File: config.mk
export PLATFORM = sky130hd
export DESIGN_NAME = id_ex_stage_flat
export DESIGN_NICKNAME = d
export VERILOG_FILES = /design/src/rtl/cpu_pkg.sv /design/src/rtl/id_ex_stage_if.sv /design/src/rtl/id_decode.sv /design/src/rtl/id_ex_stage.sv /design/src/flat_wrapper.sv
export SDC_FILE = /design/constraint.sdc
export NUM_CORES = 1
export LEC_CHECK = 0
export CAP_MARGIN = 20
export CORE_ASPECT_RATIO = 2
export CORE_MARGIN = 10
export CORE_UTILIZATION = 40
export DETAILED_ROUTE_END_ITERATION = 6
export PLACE_DENSITY = 0.7
export SETUP_SLACK_MARGIN = 0.5
export SLEW_MARGIN = 20
export SYNTH_ARGS = -nofsm -noshare
export SYNTH_HDL_FRONTEND = slang
export SYNTH_SLANG_ARGS = --single-unit
File: constraint.sdc
create_clock -name clk -period 7.2 [get_ports clk]
set_input_delay 1.08 -clock clk [delete_from_list [all_inputs] [get_ports clk]]
set_output_delay 1.08 -clock clk [all_outputs]
set_load 0.02 [all_outputs]
File: src/rtl/cpu_pkg.sv
// Shared CPU constants: ALU control codes, MIPS opcode/funct values, operand
// select encodings and the ID/EX control bundle carried into EX.
package cpu_pkg;

    localparam logic [4:0] ALU_ADD = 5'd0;
    localparam logic [4:0] ALU_SUB = 5'd1;
    localparam logic [4:0] ALU_AND = 5'd2;
    localparam logic [4:0] ALU_OR  = 5'd3;
    localparam logic [4:0] ALU_XOR = 5'd4;
    localparam logic [4:0] ALU_NOR = 5'd5;
    localparam logic [4:0] ALU_SLT = 5'd6;
    localparam logic [4:0] ALU_SLL = 5'd7;
    localparam logic [4:0] ALU_SRL = 5'd8;
    localparam logic [4:0] ALU_SRA = 5'd9;

    localparam logic [1:0] A_RS   = 2'd0;
    localparam logic [1:0] A_RT   = 2'd1;
    localparam logic [1:0] A_ZERO = 2'd2;

    localparam logic [1:0] B_RT  = 2'd0;
    localparam logic [1:0] B_IMM = 2'd1;
    localparam logic [1:0] B_RS  = 2'd2;

    localparam logic [1:0] BR_NONE = 2'd0;
    localparam logic [1:0] BR_BEQ  = 2'd1;
    localparam logic [1:0] BR_BNE  = 2'd2;

    localparam logic [5:0] OP_RTYPE = 6'h00;
    localparam logic [5:0] OP_J     = 6'h02;
    localparam logic [5:0] OP_JAL   = 6'h03;
    localparam logic [5:0] OP_BEQ   = 6'h04;
    localparam logic [5:0] OP_BNE   = 6'h05;
    localparam logic [5:0] OP_ADDI  = 6'h08;
    localparam logic [5:0] OP_ADDIU = 6'h09;
    localparam logic [5:0] OP_SLTI  = 6'h0A;
    localparam logic [5:0] OP_ANDI  = 6'h0C;
    localparam logic [5:0] OP_ORI   = 6'h0D;
    localparam logic [5:0] OP_XORI  = 6'h0E;
    localparam logic [5:0] OP_LUI   = 6'h0F;
    localparam logic [5:0] OP_LW    = 6'h23;
    localparam logic [5:0] OP_SW    = 6'h2B;

    localparam logic [5:0] F_SLL  = 6'h00;
    localparam logic [5:0] F_SRL  = 6'h02;
    localparam logic [5:0] F_SRA  = 6'h03;
    localparam logic [5:0] F_SLLV = 6'h04;
    localparam logic [5:0] F_SRLV = 6'h06;
    localparam logic [5:0] F_SRAV = 6'h07;
    localparam logic [5:0] F_JR   = 6'h08;
    localparam logic [5:0] F_ADD  = 6'h20;
    localparam logic [5:0] F_ADDU = 6'h21;
    localparam logic [5:0] F_SUB  = 6'h22;
    localparam logic [5:0] F_SUBU = 6'h23;
    localparam logic [5:0] F_AND  = 6'h24;
    localparam logic [5:0] F_OR   = 6'h25;
    localparam logic [5:0] F_XOR  = 6'h26;
    localparam logic [5:0] F_NOR  = 6'h27;
    localparam logic [5:0] F_SLT  = 6'h2A;

    typedef struct packed {
        logic        valid;
        logic [4:0]  alu_ctrl;
        logic [1:0]  a_sel;
        logic [1:0]  b_sel;
        logic [31:0] imm;
        logic [4:0]  rs;
        logic [4:0]  rt;
        logic [4:0]  dest;
        logic        reg_write;
        logic        mem_read;
        logic        mem_write;
        logic [1:0]  branch;
        logic        illegal;
    } id_ex_t;

    function automatic logic [4:0] funct_alu(input logic [5:0] funct);
        logic [4:0] r_code;
        case (funct)
            F_SUB, F_SUBU:  r_code = ALU_SUB;
            F_AND:          r_code = ALU_AND;
            F_OR:           r_code = ALU_OR;
            F_XOR:          r_code = ALU_XOR;
            F_NOR:          r_code = ALU_NOR;
            F_SLT:          r_code = ALU_SLT;
            F_SLL, F_SLLV:  r_code = ALU_SLL;
            F_SRL, F_SRLV:  r_code = ALU_SRL;
            F_SRA, F_SRAV:  r_code = ALU_SRA;
            default:        r_code = ALU_ADD;
        endcase
        return r_code;
    endfunction

endpackage

File: src/rtl/id_ex_stage_if.sv
// ID/EX boundary signals: decode inputs and stall/flush controls in, registered
// EX control bundle and the combinational load-use stall out.
interface id_ex_stage_if;
    import cpu_pkg::*;

    logic        id_valid;
    logic [31:0] id_instr;
    logic        ex_stall;
    logic        flush;
    logic        id_stall;
    logic        ex_valid;
    logic [4:0]  ex_alu_ctrl;
    logic [1:0]  ex_a_sel;
    logic [1:0]  ex_b_sel;
    logic [31:0] ex_imm;
    logic [4:0]  ex_rs;
    logic [4:0]  ex_rt;
    logic [4:0]  ex_dest;
    logic        ex_reg_write;
    logic        ex_mem_read;
    logic        ex_mem_write;
    logic [1:0]  ex_branch;
    logic        ex_illegal;

    modport master (
        output id_valid, id_instr, ex_stall, flush,
        input  id_stall, ex_valid, ex_alu_ctrl, ex_a_sel, ex_b_sel, ex_imm,
               ex_rs, ex_rt, ex_dest, ex_reg_write, ex_mem_read, ex_mem_write,
               ex_branch, ex_illegal
    );

    modport slave (
        input  id_valid, id_instr, ex_stall, flush,
        output id_stall, ex_valid, ex_alu_ctrl, ex_a_sel, ex_b_sel, ex_imm,
               ex_rs, ex_rt, ex_dest, ex_reg_write, ex_mem_read, ex_mem_write,
               ex_branch, ex_illegal
    );
endinterface

File: src/rtl/id_decode.sv
// Combinational MIPS decoder: instruction word to EX control bundle, plus
// which source registers the instruction actually reads (for hazard checks).
module id_decode
    import cpu_pkg::*;
(
    input  logic [31:0] i_instr,
    output id_ex_t      o_ctrl,
    output logic        o_uses_rs,
    output logic        o_uses_rt
);

    logic [5:0]  w_opcode;
    logic [4:0]  w_rs;
    logic [4:0]  w_rt;
    logic [4:0]  w_rd;
    logic [4:0]  w_shamt;
    logic [5:0]  w_funct;
    logic [31:0] w_imm_sext;
    logic [31:0] w_imm_zext;

    assign w_opcode   = i_instr[31:26];
    assign w_rs       = i_instr[25:21];
    assign w_rt       = i_instr[20:16];
    assign w_rd       = i_instr[15:11];
    assign w_shamt    = i_instr[10:6];
    assign w_funct    = i_instr[5:0];
    assign w_imm_sext = {{16{i_instr[15]}}, i_instr[15:0]};
    assign w_imm_zext = {16'h0000, i_instr[15:0]};

    always_comb begin
        o_ctrl       = '0;
        o_ctrl.valid = 1'b1;
        o_ctrl.rs    = w_rs;
        o_ctrl.rt    = w_rt;
        o_uses_rs    = 1'b0;
        o_uses_rt    = 1'b0;
        case (w_opcode)
            OP_RTYPE: begin
                case (w_funct)
                    F_ADD, F_ADDU, F_SUB, F_SUBU, F_AND, F_OR, F_XOR, F_NOR, F_SLT: begin
                        o_ctrl.alu_ctrl  = funct_alu(w_funct);
                        o_ctrl.a_sel     = A_RS;
                        o_ctrl.b_sel     = B_RT;
                        o_ctrl.dest      = w_rd;
                        o_ctrl.reg_write = 1'b1;
                        o_uses_rs        = 1'b1;
                        o_uses_rt        = 1'b1;
                    end
                    F_SLL, F_SRL, F_SRA: begin
                        o_ctrl.alu_ctrl  = funct_alu(w_funct);
                        o_ctrl.a_sel     = A_RT;
                        o_ctrl.b_sel     = B_IMM;
                        o_ctrl.imm       = {27'd0, w_shamt};
                        o_ctrl.dest      = w_rd;
                        o_ctrl.reg_write = 1'b1;
                        o_uses_rt        = 1'b1;
                    end
                    F_SLLV, F_SRLV, F_SRAV: begin
                        o_ctrl.alu_ctrl  = funct_alu(w_funct);
                        o_ctrl.a_sel     = A_RT;
                        o_ctrl.b_sel     = B_RS;
                        o_ctrl.dest      = w_rd;
                        o_ctrl.reg_write = 1'b1;
                        o_uses_rs        = 1'b1;
                        o_uses_rt        = 1'b1;
                    end
                    // jr target is read in ID by the front end, so rs still matters
                    F_JR:    o_uses_rs      = 1'b1;
                    default: o_ctrl.illegal = 1'b1;
                endcase
            end
            OP_J: ;
            OP_BEQ, OP_BNE: begin
                o_ctrl.alu_ctrl = ALU_SUB;
                o_ctrl.a_sel    = A_RS;
                o_ctrl.b_sel    = B_RT;
                o_ctrl.imm      = w_imm_sext;
                o_ctrl.branch   = (w_opcode == OP_BEQ) ? BR_BEQ : BR_BNE;
                o_uses_rs       = 1'b1;
                o_uses_rt       = 1'b1;
            end
            OP_ADDI, OP_ADDIU, OP_SLTI: begin
                o_ctrl.alu_ctrl  = (w_opcode == OP_SLTI) ? ALU_SLT : ALU_ADD;
                o_ctrl.b_sel     = B_IMM;
                o_ctrl.imm       = w_imm_sext;
                o_ctrl.dest      = w_rt;
                o_ctrl.reg_write = 1'b1;
                o_uses_rs        = 1'b1;
            end
            OP_ANDI, OP_ORI, OP_XORI: begin
                o_ctrl.alu_ctrl  = (w_opcode == OP_ANDI) ? ALU_AND :
                                   (w_opcode == OP_ORI)  ? ALU_OR  : ALU_XOR;
                o_ctrl.b_sel     = B_IMM;
                o_ctrl.imm       = w_imm_zext;
                o_ctrl.dest      = w_rt;
                o_ctrl.reg_write = 1'b1;
                o_uses_rs        = 1'b1;
            end
            OP_LUI: begin
                o_ctrl.a_sel     = A_ZERO;
                o_ctrl.b_sel     = B_IMM;
                o_ctrl.imm       = {i_instr[15:0], 16'h0000};
                o_ctrl.dest      = w_rt;
                o_ctrl.reg_write = 1'b1;
            end
            OP_LW: begin
                o_ctrl.b_sel     = B_IMM;
                o_ctrl.imm       = w_imm_sext;
                o_ctrl.dest      = w_rt;
                o_ctrl.reg_write = 1'b1;
                o_ctrl.mem_read  = 1'b1;
                o_uses_rs        = 1'b1;
            end
            OP_SW: begin
                o_ctrl.b_sel     = B_IMM;
                o_ctrl.imm       = w_imm_sext;
                o_ctrl.mem_write = 1'b1;
                o_uses_rs        = 1'b1;
                o_uses_rt        = 1'b1;
            end
            default: o_ctrl.illegal = 1'b1;
        endcase
        // $0 is hardwired; a write to it must never reach the register file
        if (o_ctrl.dest == 5'd0) begin
            o_ctrl.reg_write = 1'b0;
        end
    end

endmodule

File: src/rtl/id_ex_stage.sv
// ID/EX pipeline register: decodes the ID instruction, detects load-use
// hazards and inserts bubbles on flush, stall or idle ID.
module id_ex_stage
    import cpu_pkg::*;
(
    input  logic          clk,
    input  logic          rst,
    id_ex_stage_if.slave  bus
);

    id_ex_t w_dec;
    id_ex_t r_ex;
    logic   w_uses_rs;
    logic   w_uses_rt;
    logic   w_rs_hit;
    logic   w_rt_hit;
    logic   w_hazard;
    logic   w_bubble;

    id_decode u_decode (
        .i_instr   (bus.id_instr),
        .o_ctrl    (w_dec),
        .o_uses_rs (w_uses_rs),
        .o_uses_rt (w_uses_rt)
    );

    assign w_rs_hit = w_uses_rs & (w_dec.rs == r_ex.dest);
    assign w_rt_hit = w_uses_rt & (w_dec.rt == r_ex.dest);
    // a flush kills the consumer anyway, so it must not also hold upstream
    assign w_hazard = bus.id_valid & r_ex.valid & r_ex.mem_read & (r_ex.dest != 5'd0) &
                      ~bus.flush & (w_rs_hit | w_rt_hit);
    assign w_bubble = bus.flush | w_hazard | ~bus.id_valid;

    always_ff @(posedge clk) begin
        if (rst) begin
            r_ex <= '0;
        end else if (bus.ex_stall) begin
            r_ex <= r_ex;
        end else if (w_bubble) begin
            r_ex <= '0;
        end else begin
            r_ex <= w_dec;
        end
    end

    assign bus.id_stall     = w_hazard;
    assign bus.ex_valid     = r_ex.valid;
    assign bus.ex_alu_ctrl  = r_ex.alu_ctrl;
    assign bus.ex_a_sel     = r_ex.a_sel;
    assign bus.ex_b_sel     = r_ex.b_sel;
    assign bus.ex_imm       = r_ex.imm;
    assign bus.ex_rs        = r_ex.rs;
    assign bus.ex_rt        = r_ex.rt;
    assign bus.ex_dest      = r_ex.dest;
    assign bus.ex_reg_write = r_ex.reg_write;
    assign bus.ex_mem_read  = r_ex.mem_read;
    assign bus.ex_mem_write = r_ex.mem_write;
    assign bus.ex_branch    = r_ex.branch;
    assign bus.ex_illegal   = r_ex.illegal;

endmodule

File: src/flat_wrapper.sv
// flat-port wrapper written by rule: the top's interface ports become plain ports
module id_ex_stage_flat import cpu_pkg::*;
  (clk, rst, bus_id_valid, bus_id_instr, bus_ex_stall, bus_flush, bus_id_stall, bus_ex_valid, bus_ex_alu_ctrl, bus_ex_a_sel, bus_ex_b_sel, bus_ex_imm, bus_ex_rs, bus_ex_rt, bus_ex_dest, bus_ex_reg_write, bus_ex_mem_read, bus_ex_mem_write, bus_ex_branch, bus_ex_illegal);
  id_ex_stage_if bus_i ();
  input  logic clk;
  input  logic rst;
  input wire logic [$bits(bus_i.id_valid)-1:0] bus_id_valid;
  input wire logic [$bits(bus_i.id_instr)-1:0] bus_id_instr;
  input wire logic [$bits(bus_i.ex_stall)-1:0] bus_ex_stall;
  input wire logic [$bits(bus_i.flush)-1:0] bus_flush;
  output wire logic [$bits(bus_i.id_stall)-1:0] bus_id_stall;
  output wire logic [$bits(bus_i.ex_valid)-1:0] bus_ex_valid;
  output wire logic [$bits(bus_i.ex_alu_ctrl)-1:0] bus_ex_alu_ctrl;
  output wire logic [$bits(bus_i.ex_a_sel)-1:0] bus_ex_a_sel;
  output wire logic [$bits(bus_i.ex_b_sel)-1:0] bus_ex_b_sel;
  output wire logic [$bits(bus_i.ex_imm)-1:0] bus_ex_imm;
  output wire logic [$bits(bus_i.ex_rs)-1:0] bus_ex_rs;
  output wire logic [$bits(bus_i.ex_rt)-1:0] bus_ex_rt;
  output wire logic [$bits(bus_i.ex_dest)-1:0] bus_ex_dest;
  output wire logic [$bits(bus_i.ex_reg_write)-1:0] bus_ex_reg_write;
  output wire logic [$bits(bus_i.ex_mem_read)-1:0] bus_ex_mem_read;
  output wire logic [$bits(bus_i.ex_mem_write)-1:0] bus_ex_mem_write;
  output wire logic [$bits(bus_i.ex_branch)-1:0] bus_ex_branch;
  output wire logic [$bits(bus_i.ex_illegal)-1:0] bus_ex_illegal;
  assign bus_i.id_valid = bus_id_valid;
  assign bus_i.id_instr = bus_id_instr;
  assign bus_i.ex_stall = bus_ex_stall;
  assign bus_i.flush = bus_flush;
  assign bus_id_stall = bus_i.id_stall;
  assign bus_ex_valid = bus_i.ex_valid;
  assign bus_ex_alu_ctrl = bus_i.ex_alu_ctrl;
  assign bus_ex_a_sel = bus_i.ex_a_sel;
  assign bus_ex_b_sel = bus_i.ex_b_sel;
  assign bus_ex_imm = bus_i.ex_imm;
  assign bus_ex_rs = bus_i.ex_rs;
  assign bus_ex_rt = bus_i.ex_rt;
  assign bus_ex_dest = bus_i.ex_dest;
  assign bus_ex_reg_write = bus_i.ex_reg_write;
  assign bus_ex_mem_read = bus_i.ex_mem_read;
  assign bus_ex_mem_write = bus_i.ex_mem_write;
  assign bus_ex_branch = bus_i.ex_branch;
  assign bus_ex_illegal = bus_i.ex_illegal;
  id_ex_stage u_core (.clk(clk), .rst(rst), .bus(bus_i));
endmodule
# Word-level counts from Yosys, hierarchy flattened
# Memories as Yosys holds them, arrays and structs flattened.
# Cells that the tools add are included.
# op_classes
bitwise_logic,12
multipliers,0
mux,22
shift,0
reduce_logical,18
n_eq_ne,29
magnitude_cmp,0
addsub,0
n_div,0
# op_table
operator,count
34-bit one-hot mux with 5 select lines,1
6-bit == test (second input constant),11
63-bit 2-to-1 mux,1
6-bit by 4-bit == test with 1-bit output (second input constant),8
6-bit by 3-bit == test with 1-bit output (second input constant),5
9-bit one-hot mux with 3 select lines,1
5-bit one-hot mux with 4 select lines,1
6-bit by 2-bit == test with 1-bit output (second input constant),3
16-bit OR reduction,1
15-bit OR reduction,1
3-bit OR reduction,5
13-bit OR reduction,1
6-bit zero test,2
6-bit one-hot mux with 2 select lines,1
12-bit OR reduction,1
5-bit == test,2
10-bit OR reduction,1
3-bit 2-to-1 mux,3
9-bit OR reduction,1
8-bit OR reduction,1
1-bit bitwise AND,7
1-bit 2-to-1 mux,6
6-bit 2-to-1 mux,1
1-bit one-hot mux with 2 select lines,3
9 further kinds,13
# totals
mem_bits_rw,0
rom_bits,768
latchBits,0
elab_cells,97
output_inout_bits,64
memories,3
ff_bits,63
# mem_list
name,words,width,read_ports,rd_clocked_by_memory_dff,wr,line,text
(no name shown),64,4,1,0,0,cpu_pkg.sv:78,case (funct)
(no name shown),64,4,1,0,0,cpu_pkg.sv:78,
(no name shown),64,4,1,0,0,cpu_pkg.sv:78,

# Depth between registers and ports, before layout
# depth
ltp_word,10
mapped_depth,9
mapped_depth_nobuf,7

# Modules after synthesis
# From an unflattened synthesis, not the netlist that was laid out.
# unflattened
cells_unflattened,469
hier_area_um2,4124.0
# by_module_without_submodules
module,area_each_um2,seq_area_each_um2,cells_each,n_inst
id_ex_stage,2980.4,1261.2,305,1
id_decode,1143.6,0.0,164,1

# Worst setup path after synthesis
# OpenSTA, ideal clock, no wires.
# synth_path
kind,input to output
from,input bus_id_instr[2]
to,output bus_id_stall
t_arrival_ps,2771
required_ps,6120
stages,7
n_path_buf,2
path_slack_ps,3349
path_cell_list,buf_2 -> nand3b_1 -> or3b_1 -> a31o_2 -> a21oi_1 -> buf_4 -> o21bai_1
# synth_between
elab_chain_len,7
# synth_rtl
item,line,text
"start, declared",flat_wrapper.sv:8,input wire logic [$bits(bus_i.id_instr)-1:0] bus_id_instr;
"6-bit by 3-bit == test with 1-bit output, or another cell as far along",id_decode.sv:39,case (w_funct)
15-bit OR reduction (no source line) / 13-bit OR reduction (equally long branches),--,
1-bit 2-to-1 mux,id_decode.sv:39,
1-bit one-hot mux with 2 select lines,id_decode.sv:37,case (w_opcode)
"1-bit bitwise AND, on equally long branches","id_ex_stage.sv:28, id_ex_stage.sv:27",
1-bit OR (*),id_ex_stage.sv:31,~bus.flush & (w_rs_hit | w_rt_hit);
1-bit bitwise AND (*),id_ex_stage.sv:31,
"end, declared",flat_wrapper.sv:11,output wire logic [$bits(bus_i.id_stall)-1:0] bus_id_stall;
# Mark *: on every way between the ends. The rest lies on a longest branch, timed or not.

# Worst setup path after layout
# layout_path
from,input bus_id_instr[1]
to,output bus_id_stall
# The elaborated chain is that of the path after synthesis.

==> qor.yml <==
outcome: "completed"
synthArstFlopShare_pct: 0
ant_nets: 0
synth_most_common_cell: "nand2_1"
worst_setup_path_start_kind: "primary input"
worst_slack_ns: 2.28
synthesis.area_um2: 3230
cap_violations: 0
cts.clk_slew.worst_paths_ns: 0.05
routed_via_density: 5.68
synth-edff-count: 0
power.leakage_uw: 0.00158
grt_max_degree: 63
synth_top_area_share_pct: 38.4
cts_tree: "yes"
drive_above_1_share_pct: 8.10
clock-root-buffer: "clkbuf_16"
fin_crit_ns: 4.92
ys_seq_area_share_pct: 38.4
synth_fp_nets: 421
h-tree-depth: 3
drc: 0
p_per_area_nw_per_um2: 206
die_w_um: 83.5
cts_made_buffers: 9
synth_commonest_cells: "nand2_1, dfxtp_1, o31ai_1"
pre_cts_slack_ns: 2.29
rsz0062_at_grt: "no"
worstPathArrival_ns: 3.84
fmax_mhz: 203
finalNetCount: 505
worst-setup-path-type: "in2out"
crit_path_end_kind: "output pin"
slew_violations: 0
cts_setup_buffers: 0
first_pass_iters: 5
die-area_um2: 12300
critPathMaxFanout: 8
grt_pass1_wl_um: 17300
setup_viol: 0
ir_drop_mv: 0.187
maxSlewHeadroom_pct: 38.9
grt_usage_pct: 17.4
ys.flop_type: "dfxtp_1"
syn2layout_area_growth_pct: 42.1
core_area_um2: 7890
cts_buffer_depth: 2
grt_antenna_before_repair: 0
post_cts_resized: 0
clock_sinks: 62
n_antenna_cell: 0
skew_ns: 0.00300
yosysTopAreaCell: "dfxtp_1"
routed_wl_um: 10900
port_buffers: 99
hold_violations: 0
synthCells: 380
grt-ovfl-total: 0
fp.dieH_um: 147
synth-seq-cells: 62
nFillCells: 731
avgRoutedWirePerCell_um: 19.3
ys_warn_count: 0
drt-initial-drc-count: 250
dp_hpwl_um: 7980
start_util_pct: 40.9
worstPathRequired_ns: 6.12
insertion_delay_ns: 0.33
grt_pass1_vias: 3269
gp_congestion: 0.867
worst_pin_slew_ns: 0.917
synth_cell_types: 54
rows: 46
vias: 3209
finalSetupTns_ns: 0
synth_area_leaders: "dfxtp_1, o31ai_1, nand2_1"
hold_class: "reg2reg"
ctsHoldBuffers: 0
synth_area_per_cell_um2: 8.49
fin_crit_sh_pct: 68.4
num_io_pins: 101
## critical path, cell delays in order
cell and delay (ns):
clkdlybuf4s50_1 0.64, inv_1 0.13, ha_1 0.26, or4_1 0.56, a32oi_1 0.16, a31o_2 0.21
a21oi_4 0.06, o21bai_1 0.18, clkdlybuf4s50_1 0.55
## path summary, 6_finish.rpt
path,startpoint,to,slack [ns],depth (start not counted)
setup / recovery,bus_id_instr[1],bus_id_stall,2.28,9
hold / removal,u_core.bus.ex_rs[1],u_core.bus.ex_rs[1],0.45,2
setup reg to reg,u_core.bus.ex_dest[4],u_core.bus.ex_alu_ctrl[3],4.41,6
hold reg to reg,u_core.bus.ex_rs[1],u_core.bus.ex_rs[1],0.45,2
## stage by stage
stage | cells | utilization, % | power [µW] | hold slack (ns) | instance area (µm²)
finish | 565 | 58.2 | 946 | 0.446 | 4590
global route | 565 | 58.2 | 979 | 0.464 | 4590
global placement | 548 | 53.8 | 472 | 0.436 | 4240
floorplan | 380 | - | 421 | 0.523 | 3230
detailed placement | 549 | 53.9 | 473 | 0.440 | 4250
CTS | 565 | 58.2 | 952 | 0.450 | 4590
## cell type report
type / count / area (µm²) / share of cell area [%]
clock buffer: 13 / 270 / 5.89
tap: 96 / 120 / 2.62
sequential: 62 / 1240 / 27.1
timing repair buffer: 105 / 1040 / 22.7
clock inverter: 3 / 65.1 / 1.42
multi-input combinational: 270 / 1790 / 39.0
inverter: 16 / 60.1 / 1.31
## cell usage in the layout (no fill, tap or decap), types with 3 or more instances in the layout
master           Yosys  final
clkdlybuf4s50_1      0     99
xnor2_1              4      4
clkbuf_8             0      3
a21oi_1              7      6
a22oi_1             25     25
nand3b_1             3      3
nor3_1               8      8
o31ai_4              8      8
ha_1                 4      4
xor2_1               8      8
inv_1               16     16
o21ai_0             13     13
clkbuf_16            0      9
nand2_1             68     68
dfxtp_1             62     62
nand2b_1             3      3
nand4_1              3      3
nor2_1              12     12
mux2i_1              3      3
buf_4                2      5
o31ai_1             42     42
nand3_1             16     16
a22o_1               3      3
## kinds of logic after synthesis
kind of cell             count (synthesis)  share of synthesized area [%]
other                                    1                          0.116
AO/OA/AOI/OAI                          118                           29.8
buffers and inverters                   48                           6.71
multiplexers                             3                          0.930
adder cells (fa/ha/maj)                  5                           1.86
AND/OR/NAND/NOR                        131                           18.9
flip-flops                              62                           38.4
XOR/XNOR                                12                           3.26
## layer usage
metal,vias to the layer above,track usage [%],routed length [µm]
met1,1528,16.2,3860
met3,22,5.37,579
met4,0,6.65,279
li1,1552,-,-
met5,-,0,0
met2,107,33.7,6160
## sequential cells by signal, indices dropped and copies added (netlist names)
name and cells:
u_core.bus.ex_dest 5, u_core.bus.ex_rs 5, u_core.bus.ex_mem_write 1, u_core.bus.ex_a_sel 2, u_core.bus.ex_b_sel 2, u_core.bus.ex_rt 5
u_core.bus.ex_reg_write 1, u_core.bus.ex_alu_ctrl 4, u_core.bus.ex_imm 32, u_core.bus.ex_illegal 1, u_core.bus.ex_branch 2, u_core.bus.ex_mem_read 1
u_core.bus.ex_valid 1
## power by group
part           leakage, µW  internal, µW  total (µW)  switching [µW]
Clock             0.000166           330         480             149
Sequential        0.000501           350         353            3.50
Combinational     0.000913          48.7         113            64.3
(Power assumes the default switching activity.)
